## src/rtl/seg_pkg.sv

```systemverilog
// seg_pkg: shared segment-bus constants and types for the display path.
package seg_pkg;
    typedef logic [7:0] seg_byte_t;
    localparam seg_byte_t SEG_BLANK = 8'hFF;
    localparam int SEG_DP_BIT = 0;
    // Segment a..g live on bits 7..1; dp sits on bit 0.
    typedef enum logic [2:0] {
        SEG_G = 3'd1, SEG_F, SEG_E, SEG_D, SEG_C, SEG_B, SEG_A
    } seg_bit_e;
endpackage

```

## src/rtl/scan_slot_counter.sv

```systemverilog
// scan_slot_counter: slot/digit counters for the scan driver; exposes the
// next-cycle digit and phase so the top can register outputs aligned to state.
module scan_slot_counter #(
    parameter int NUM_DIGITS   = 4,
    parameter int SCAN_DIV     = 100000,
    parameter int BLANK_CYCLES = 1000,
    localparam int CW = $clog2(SCAN_DIV),
    localparam int DW = ($clog2(NUM_DIGITS) > 1) ? $clog2(NUM_DIGITS) : 1
) (
    input  logic          clk,
    input  logic          i_rst_n,
    output logic [DW-1:0] o_dig_nxt,
    output logic          o_show_nxt,
    output logic          o_capture,
    output logic          o_frame_start_nxt
);
    logic [CW-1:0] r_cnt;
    logic [CW-1:0] w_cnt_nxt;
    logic [DW-1:0] r_dig;
    logic          w_wrap;
    always_comb begin
        w_wrap            = r_cnt == CW'(SCAN_DIV - 1);
        w_cnt_nxt         = w_wrap ? '0 : r_cnt + 1'b1;
        o_dig_nxt         = !w_wrap ? r_dig : (r_dig == DW'(NUM_DIGITS - 1)) ? '0 : r_dig + 1'b1;
        o_show_nxt        = w_cnt_nxt >= CW'(BLANK_CYCLES);
        o_capture         = (r_dig == '0) && (r_cnt == CW'(BLANK_CYCLES - 1));
        o_frame_start_nxt = o_capture;
    end
    always_ff @(posedge clk) begin
        if (!i_rst_n) begin
            r_cnt <= '0;
            r_dig <= '0;
        end else begin
            r_cnt <= w_cnt_nxt;
            r_dig <= o_dig_nxt;
        end
    end
endmodule

```

## src/rtl/seg_scan_driver.sv

```systemverilog
// seg_scan_driver: time-multiplexed common-anode 7-segment scanner with
// per-slot blanking and a frame-coherent shadow of the digit inputs.
module seg_scan_driver
    import seg_pkg::*;
#(
    parameter int NUM_DIGITS   = 4,
    parameter int SCAN_DIV     = 100000,
    parameter int BLANK_CYCLES = 1000,
    localparam int DW = ($clog2(NUM_DIGITS) > 1) ? $clog2(NUM_DIGITS) : 1
) (
    input  logic                    clk,
    input  logic                    I_rst_n,
    input  logic [8*NUM_DIGITS-1:0] I_segs,
    input  logic [NUM_DIGITS-1:0]   I_digit_en,
    output logic [NUM_DIGITS-1:0]   O_an,
    output logic [7:0]              O_seg,
    output logic                    O_frame_start
);
    seg_byte_t             r_shadow [NUM_DIGITS];
    seg_byte_t             w_shadow_nxt [NUM_DIGITS];
    logic [NUM_DIGITS-1:0] r_en;
    logic [NUM_DIGITS-1:0] w_en_nxt;
    logic [DW-1:0]         w_dig_nxt;
    logic                  w_show_nxt;
    logic                  w_capture;
    logic                  w_frame_start_nxt;
    logic                  w_lit;

    scan_slot_counter #(
        .NUM_DIGITS  (NUM_DIGITS),
        .SCAN_DIV    (SCAN_DIV),
        .BLANK_CYCLES(BLANK_CYCLES)
    ) u_cnt (
        .clk              (clk),
        .i_rst_n          (I_rst_n),
        .o_dig_nxt        (w_dig_nxt),
        .o_show_nxt       (w_show_nxt),
        .o_capture        (w_capture),
        .o_frame_start_nxt(w_frame_start_nxt)
    );

    // Outputs use the post-capture shadow so freshly captured data shows at once.
    always_comb begin
        for (int i = 0; i < NUM_DIGITS; i++)
            w_shadow_nxt[i] = w_capture ? I_segs[8*i +: 8] : r_shadow[i];
        w_en_nxt = w_capture ? I_digit_en : r_en;
        w_lit    = w_show_nxt && w_en_nxt[w_dig_nxt];
    end

    always_ff @(posedge clk) begin
        if (!I_rst_n) begin
            r_shadow      <= '{default: SEG_BLANK};
            r_en          <= '0;
            O_an          <= '1;
            O_seg         <= SEG_BLANK;
            O_frame_start <= 1'b0;
        end else begin
            r_shadow      <= w_shadow_nxt;
            r_en          <= w_en_nxt;
            O_an          <= w_lit ? ~(NUM_DIGITS'(1) << w_dig_nxt) : '1;
            O_seg         <= w_lit ? w_shadow_nxt[w_dig_nxt] : SEG_BLANK;
            O_frame_start <= w_frame_start_nxt;
        end
    end
endmodule
```

## config.mk

```make
export PLATFORM = sky130hd
export DESIGN_NAME = seg_scan_driver
export DESIGN_NICKNAME = d
export VERILOG_FILES = /design/src/rtl/seg_pkg.sv /design/src/rtl/scan_slot_counter.sv /design/src/rtl/seg_scan_driver.sv
export SDC_FILE = /design/constraint.sdc
export NUM_CORES = 1
export LEC_CHECK = 0
export BUFFER_PORTS_ARGS = -buffer_cell sky130_fd_sc_hd__buf_4
export CAP_MARGIN = 20
export CORE_MARGIN = 2
export CORE_UTILIZATION = 24
export CTS_CLUSTER_SIZE = 24
export DETAILED_ROUTE_END_ITERATION = 8
export PLACE_DENSITY = 0.45
export SLEW_MARGIN = 20
export SYNTH_ARGS = -nofsm -noshare
export SYNTH_HDL_FRONTEND = slang
export SYNTH_HIERARCHICAL = 1
export SYNTH_SLANG_ARGS = --single-unit
export TNS_END_PERCENT = 10
```

## constraint.sdc

```tcl
create_clock -name clk -period 2.53 [get_ports clk]
set_clock_uncertainty 0.05 [all_clocks]
set_input_delay 0.759 -clock clk [delete_from_list [all_inputs] [get_ports clk]]
set_output_delay 0.759 -clock clk [all_outputs]
set_load 0.005 [all_outputs]
```

# Word level (Yosys, flattened, before mapping)
# Cells that the tools add are included.
# totals
reg_bits	68
latch_bits	0
mem_bits_rw	0
romBits	0
in_bits	38
out_inout_bits	13
elab_cells	38
memories	0
# op_classes
add_sub_neg	2
multipliers	0
div	0
order_cmp	3
eq_ne	3
n_shift	1
mux	13
bitwise_logic	2
reduce_logical	4
# ops
op	n
$mux 8	6
$add 17x1->17 const B	1
$eq 17x10->1 const B	1
$eq 17x17->1 const B	1
$ge 17x10->1 const B	1
$mux 17	1
$bmux 8 s2	1
$mux 2	2
$mux 4	1
$not 4->4	1
$shl 1x2->4 const A	1
$ge 3x3->1 const B	1
$lt 2x3->1 const B	1
$not 2->3	1
$add 2x1->2 const B	1
$bmux 1 s2	1
$eq 2x2->1 const B	1
$logic_and 1x1->1	2
$logic_not 2->1	1
$reduce_and 2->1	1
$mux 1	1

# Longest topological paths before layout
# depth
word_depth	7
ltp_mapped	10
depth_no_buf	9

# Hierarchy
# The synthesis kept the hierarchy.
# modules_own_cells
module	instances	cells_each	area_each_um2	seq_area_each_um2
seg_scan_driver	1	176	2143.3	980.9
scan_slot_counter	1	139	1177.4	380.4

# Worst setup path after synthesis
# Ideal clock, no wire load.
# synth_timing
path_kind	reg-to-reg
start	register u_cnt.r_cnt[10]
end	register O_seg[1]
setup_time_ps	135
arrival_ps	2566
t_required_ps	2345
setup_slack_ps	-221
stages_incl_launch_ff	10
n_path_buf	3
period_less_slack_ps	2751
path_cell_list	dfxtp_1 clkbuf_1 or4b_2 nor4_1 and3_1 buf_6 buf_2 mux4_2 mux2i_1 nand3_1
# synth_between
elab_chain_cells	7
word_cells_on_any_way	20
classes_between	add/sub: 1; order compare: 1; eq/ne: 2; mux: 12; bitwise: 1; reduce/logical: 3
# synth_rtl
item	line_no	rtl
start: declaration	scan_slot_counter.sv:17	logic [CW-1:0] r_cnt;
start signal: assignment	scan_slot_counter.sv:34	r_cnt <= w_cnt_nxt;
$eq 17x10->1 *	scan_slot_counter.sv:26	o_capture = (r_dig == '0) && (r_cnt == CW'(BLANK_CYCLES - 1));
$logic_and 1x1->1 *	scan_slot_counter.sv:26	
via w_capture	seg_scan_driver.sv:25	logic w_capture;
$mux 4	seg_scan_driver.sv:46	w_en_nxt = w_capture ? I_digit_en : r_en;
$bmux 1 s2	seg_scan_driver.sv:47	w_lit = w_show_nxt && w_en_nxt[w_dig_nxt];
$mux 1 (not written as such)	seg_scan_driver.sv:47	
$logic_and 1x1->1	seg_scan_driver.sv:47	
$reduce_and 2->1 (no source line)	n/a	
end signal: assignment	seg_scan_driver.sv:61	O_seg <= w_lit ? w_shadow_nxt[w_dig_nxt] : SEG_BLANK;
end: declaration	seg_scan_driver.sv:16	output logic [7:0] O_seg,
# Mark *: on every way through the listed nets, which the timed path passes. The rest lies on a longest branch. The select of a mux whose other input is x is not followed.
# A chain may end at the register's enable or synchronous reset.

# Worst setup path after layout
# layout_timing
start	register u_cnt.r_dig[1]
end	register O_an[2]
# layout_between
elab_chain_cells	7
word_cells_on_any_way	13
classes_between	add/sub: 1; eq/ne: 1; shift: 1; mux: 5; bitwise: 1; reduce/logical: 4
# layout_rtl
item	line_no	rtl
start: declaration	scan_slot_counter.sv:19	logic [DW-1:0] r_dig;
start signal: assignment	scan_slot_counter.sv:35	r_dig <= o_dig_nxt;
$logic_not 2->1	scan_slot_counter.sv:26	
$logic_and 1x1->1	scan_slot_counter.sv:26	
via w_capture	seg_scan_driver.sv:25	
$mux 4	seg_scan_driver.sv:46	
$bmux 1 s2	seg_scan_driver.sv:47	
$mux 1 (not written as such)	seg_scan_driver.sv:47	
$logic_and 1x1->1	seg_scan_driver.sv:47	
$reduce_and 2->1 (no source line)	n/a	
end signal: assignment	seg_scan_driver.sv:60	O_an <= w_lit ? ~(NUM_DIGITS'(1) << w_dig_nxt) : '1;
end: declaration	seg_scan_driver.sv:15	output logic [NUM_DIGITS-1:0] O_an,
# The timed path passes the listed nets, and every way through them passes these cells. The select of a mux whose other input is x is not followed.

==> metrics.txt <==
status complete, but fails checks; failing checks negative setup slack; met3 Use GR 5.10%; die height 122 um; top post-synthesis cells by area dfxtp_1 41%, mux2i_1 12%, mux4_2 12%, nand2_1 5.0%, nand3_1 2.9%; Clk pwr share 50.7%; final number of setup-violating endpoints 12; met1 Resource Use GR 14.1%; First DRT Iteration DRCs 113; Core Area 13400 um2; MaxCap Viol Count 0; Comb power frac 3.5%; Synth Area in Compound Gates 2.22%; Yosys warning count 6; Vias 2553; Adder-Cell Fraction of Synth Area 1.13%; post-layout minimum cycle time 2.63 ns; CP max-delay cell mux4_2; Hold WC Path Type register to register; EDFF count, synth 0; most frequent cell after synthesis dfxtp_1; die span in x 122 um; residual DRC count 0; full die area 14800 um2; worst hold slack 0.417 ns; Antenna diodes 0; Crit path largest cell delay 0.58 ns; Slew Limit Fails 0; largest area contributor in the netlist dfxtp_1; layer with the highest usage met2; Worst setup EP type register; Slew headroom 60.0%; Leak Pwr 1.63 nW; largest net degree at the start of global routing 26; Root Buffer Master clkbuf_16; Worst Setup Slack, final -0.0972 ns; synthesized area 3320 um2; worst slew pin tran 0.601 ns; CP Data Arrival Time 2.85 ns; Post-synth top cells 68 x dfxtp_1, 44 x nand2_1, 40 x mux2i_1, 19 x nand3_1, 17 x mux4_2; final cycle utilization of the critical path 104%; Clock transition at path regs 0.06 ns; GRT Total Usage 11.7%; grt ovf 0; Inserted Clock Buffers 9; synth unique cells 49; crit start category register; Hold Fails Final Rpt 0; proportion of synthesized area in mux cells 25.7%; initial antenna violation count 0; HPWL after DPL 5.52 mm; Primary FF master, synth dfxtp_1; Syn Inst Count 315; CTS tree built; top cell type's share of synthesized area 41.0%; Vias/cell 4.49; placed cells 542; fraction of the yosys area taken by sequential cells 41.0%; final WL 8.26 mm; number of synthesized register bits 68; Hold Buf Count CTS 0; total power 2.36 mW; largest family of logic cells by synthesized area multiplexers; CP Cell Sequence inv_2, ha_4, or4b_4, nor4_4, and3_4, mux2_4, mux4_2, nand4b_1; Seq pwr share 45.8%; clock latency on the worst-skew pair 0.34 ns; P_sw 0.541 mW; Async S/R FF share, synth 0%; CP max FO 7; Setup Crit Path Kind register to register; htree depth 3; PD cells 532 nW/um2; Avg Inst Size Synth 10.5 um2; Num Clock Sinks 68; Power Internal 1.82 mW; Initial Util 24.8%; GR Layer Usage met2 18.8%; IO buf count 50; Synth Area in XOR/XNOR 4.22%; final net count 429; RePlAce Congestion 0.790; Final Non-Filler Cells 569; Sw Ratio 22.9%; vias in the first global route 2521; share of layout cells above drive strength 1 36.6%; drt first pass iters 4; Setup TNS -0.865 ns; Final Util 33.1%; RSZ-0062 raised after global routing yes; Peak supply drop 0.000374 V; # IOs 51; Fillers 1362; worst-case clock buffer depth 2; drt wl/cell 14.5 um; final antenna-violating net count 0; Cell Rows 42; FMAX 381 MHz; first-pass GRT wire length 13.1 mm; Synth Area in Simple Gates 20.8%; area grow syn2layout 33.4%; Critical Path RT 2.75 ns; post-synth net total 356
## worst max-delay path: cells and delay by family (launching register included)
kind | cells | cell delay, ns
and+or+nand+nor | 4 | 1.07
DFF | 1 | 0.32
adders and majority gates | 1 | 0.12
buffers and inverters | 1 | 0.07
muxes | 2 | 0.93
## final timing paths
check                 to  cells past startpoint  slack [ns]      startpoint
max reg2reg      O_an[2]                      8        -0.1  u_cnt/r_dig[1]
min          r_shadow[2]                      2        0.42     r_shadow[2]
min reg2reg  r_shadow[2]                      2        0.42     r_shadow[2]
max              O_an[2]                      8        -0.1  u_cnt/r_dig[1]
## cells in the final DEF, fill, tap and decap left out, types with 2 or more instances in the layout
| cell | synthesis | routed |
|---|---|---|
| nand3_2 | 2 | 2 |
| nand4_1 | 5 | 5 |
| nand3_1 | 19 | 19 |
| xor2_1 | 6 | 6 |
| dfxtp_2 | 0 | 2 |
| mux2_4 | 4 | 4 |
| nor2_1 | 16 | 16 |
| buf_12 | 0 | 3 |
| ha_1 | 3 | 2 |
| and3_1 | 4 | 3 |
| and2_1 | 12 | 12 |
| buf_4 | 1 | 81 |
| or3_1 | 2 | 2 |
| clkinvlp_4 | 0 | 2 |
| clkbuf_16 | 0 | 10 |
| o21ai_0 | 3 | 3 |
| nor3_1 | 3 | 3 |
| mux2i_1 | 40 | 40 |
| inv_6 | 0 | 2 |
| nor4_1 | 6 | 5 |
| nand2_1 | 44 | 44 |
| inv_2 | 0 | 2 |
| mux4_2 | 17 | 18 |
| xnor2_1 | 10 | 10 |
| dfxtp_1 | 68 | 66 |
| a21oi_1 | 2 | 2 |
## logic make-up after synthesis
family                   Yosys count
AO/OA/AOI/OAI                     11
AND/OR/NAND/NOR                  128
adder cells (fa/ha/maj)            3
XOR/XNOR                          16
multiplexers                      62
buffers and inverters             27
flip-flops                        68
## layout make-up
class	instances	area, um2	share of cell area (%)
clock buffers	10	239	5.39
clock inverters	6	46.3	1.04
inverters	3	11.3	0.254
multi-input cells	221	1860	41.9
flip-flops and latches	68	1360	30.8
well taps	176	220	4.97
repair buffers	85	693	15.6
## routing by layer
metal  routed length (um)  up-vias
met5                    0        -
met4                  112        0
met3                  470       10
met2                 4030       52
met1                 3640     1220
li1                     -     1271
## through the flow
step	worst slack [ns]	area, um2
after detailed placement	-0.315	4000
final	-0.0972	4430
after CTS	-0.0992	4350
after global routing	-0.195	4430
after floorplan	-0.0841	3340
after global placement	-0.217	4000
## registers in the layout, indices dropped and copies added, names as in the netlist
name,cells
r_en,4
O_seg,8
u_cnt/r_dig,2
O_frame_start,1
u_cnt/r_cnt,17
r_shadow,32
O_an,4
## power by group through the flow
stage	registers, mW	clock network, mW	logic, mW
2_1_floorplan	1.10	0	0.0196
3_3_place_gp	1.10	0	0.0829
3_5_place_dp	1.10	0	0.0820
4_1_cts	1.08	1.24	0.0825
5_1_grt	1.08	1.29	0.0887
6_report	1.08	1.20	0.0815
## repair_timing
action,in CTS,in global routing
cloned,1,1
pin swaps,5,2
setup buffers,1,8
resized for setup,8,0
setup endpoints to repair,12,12
hold endpoints to repair,0,0
No activity file was read; power rests on OpenSTA's default activity.
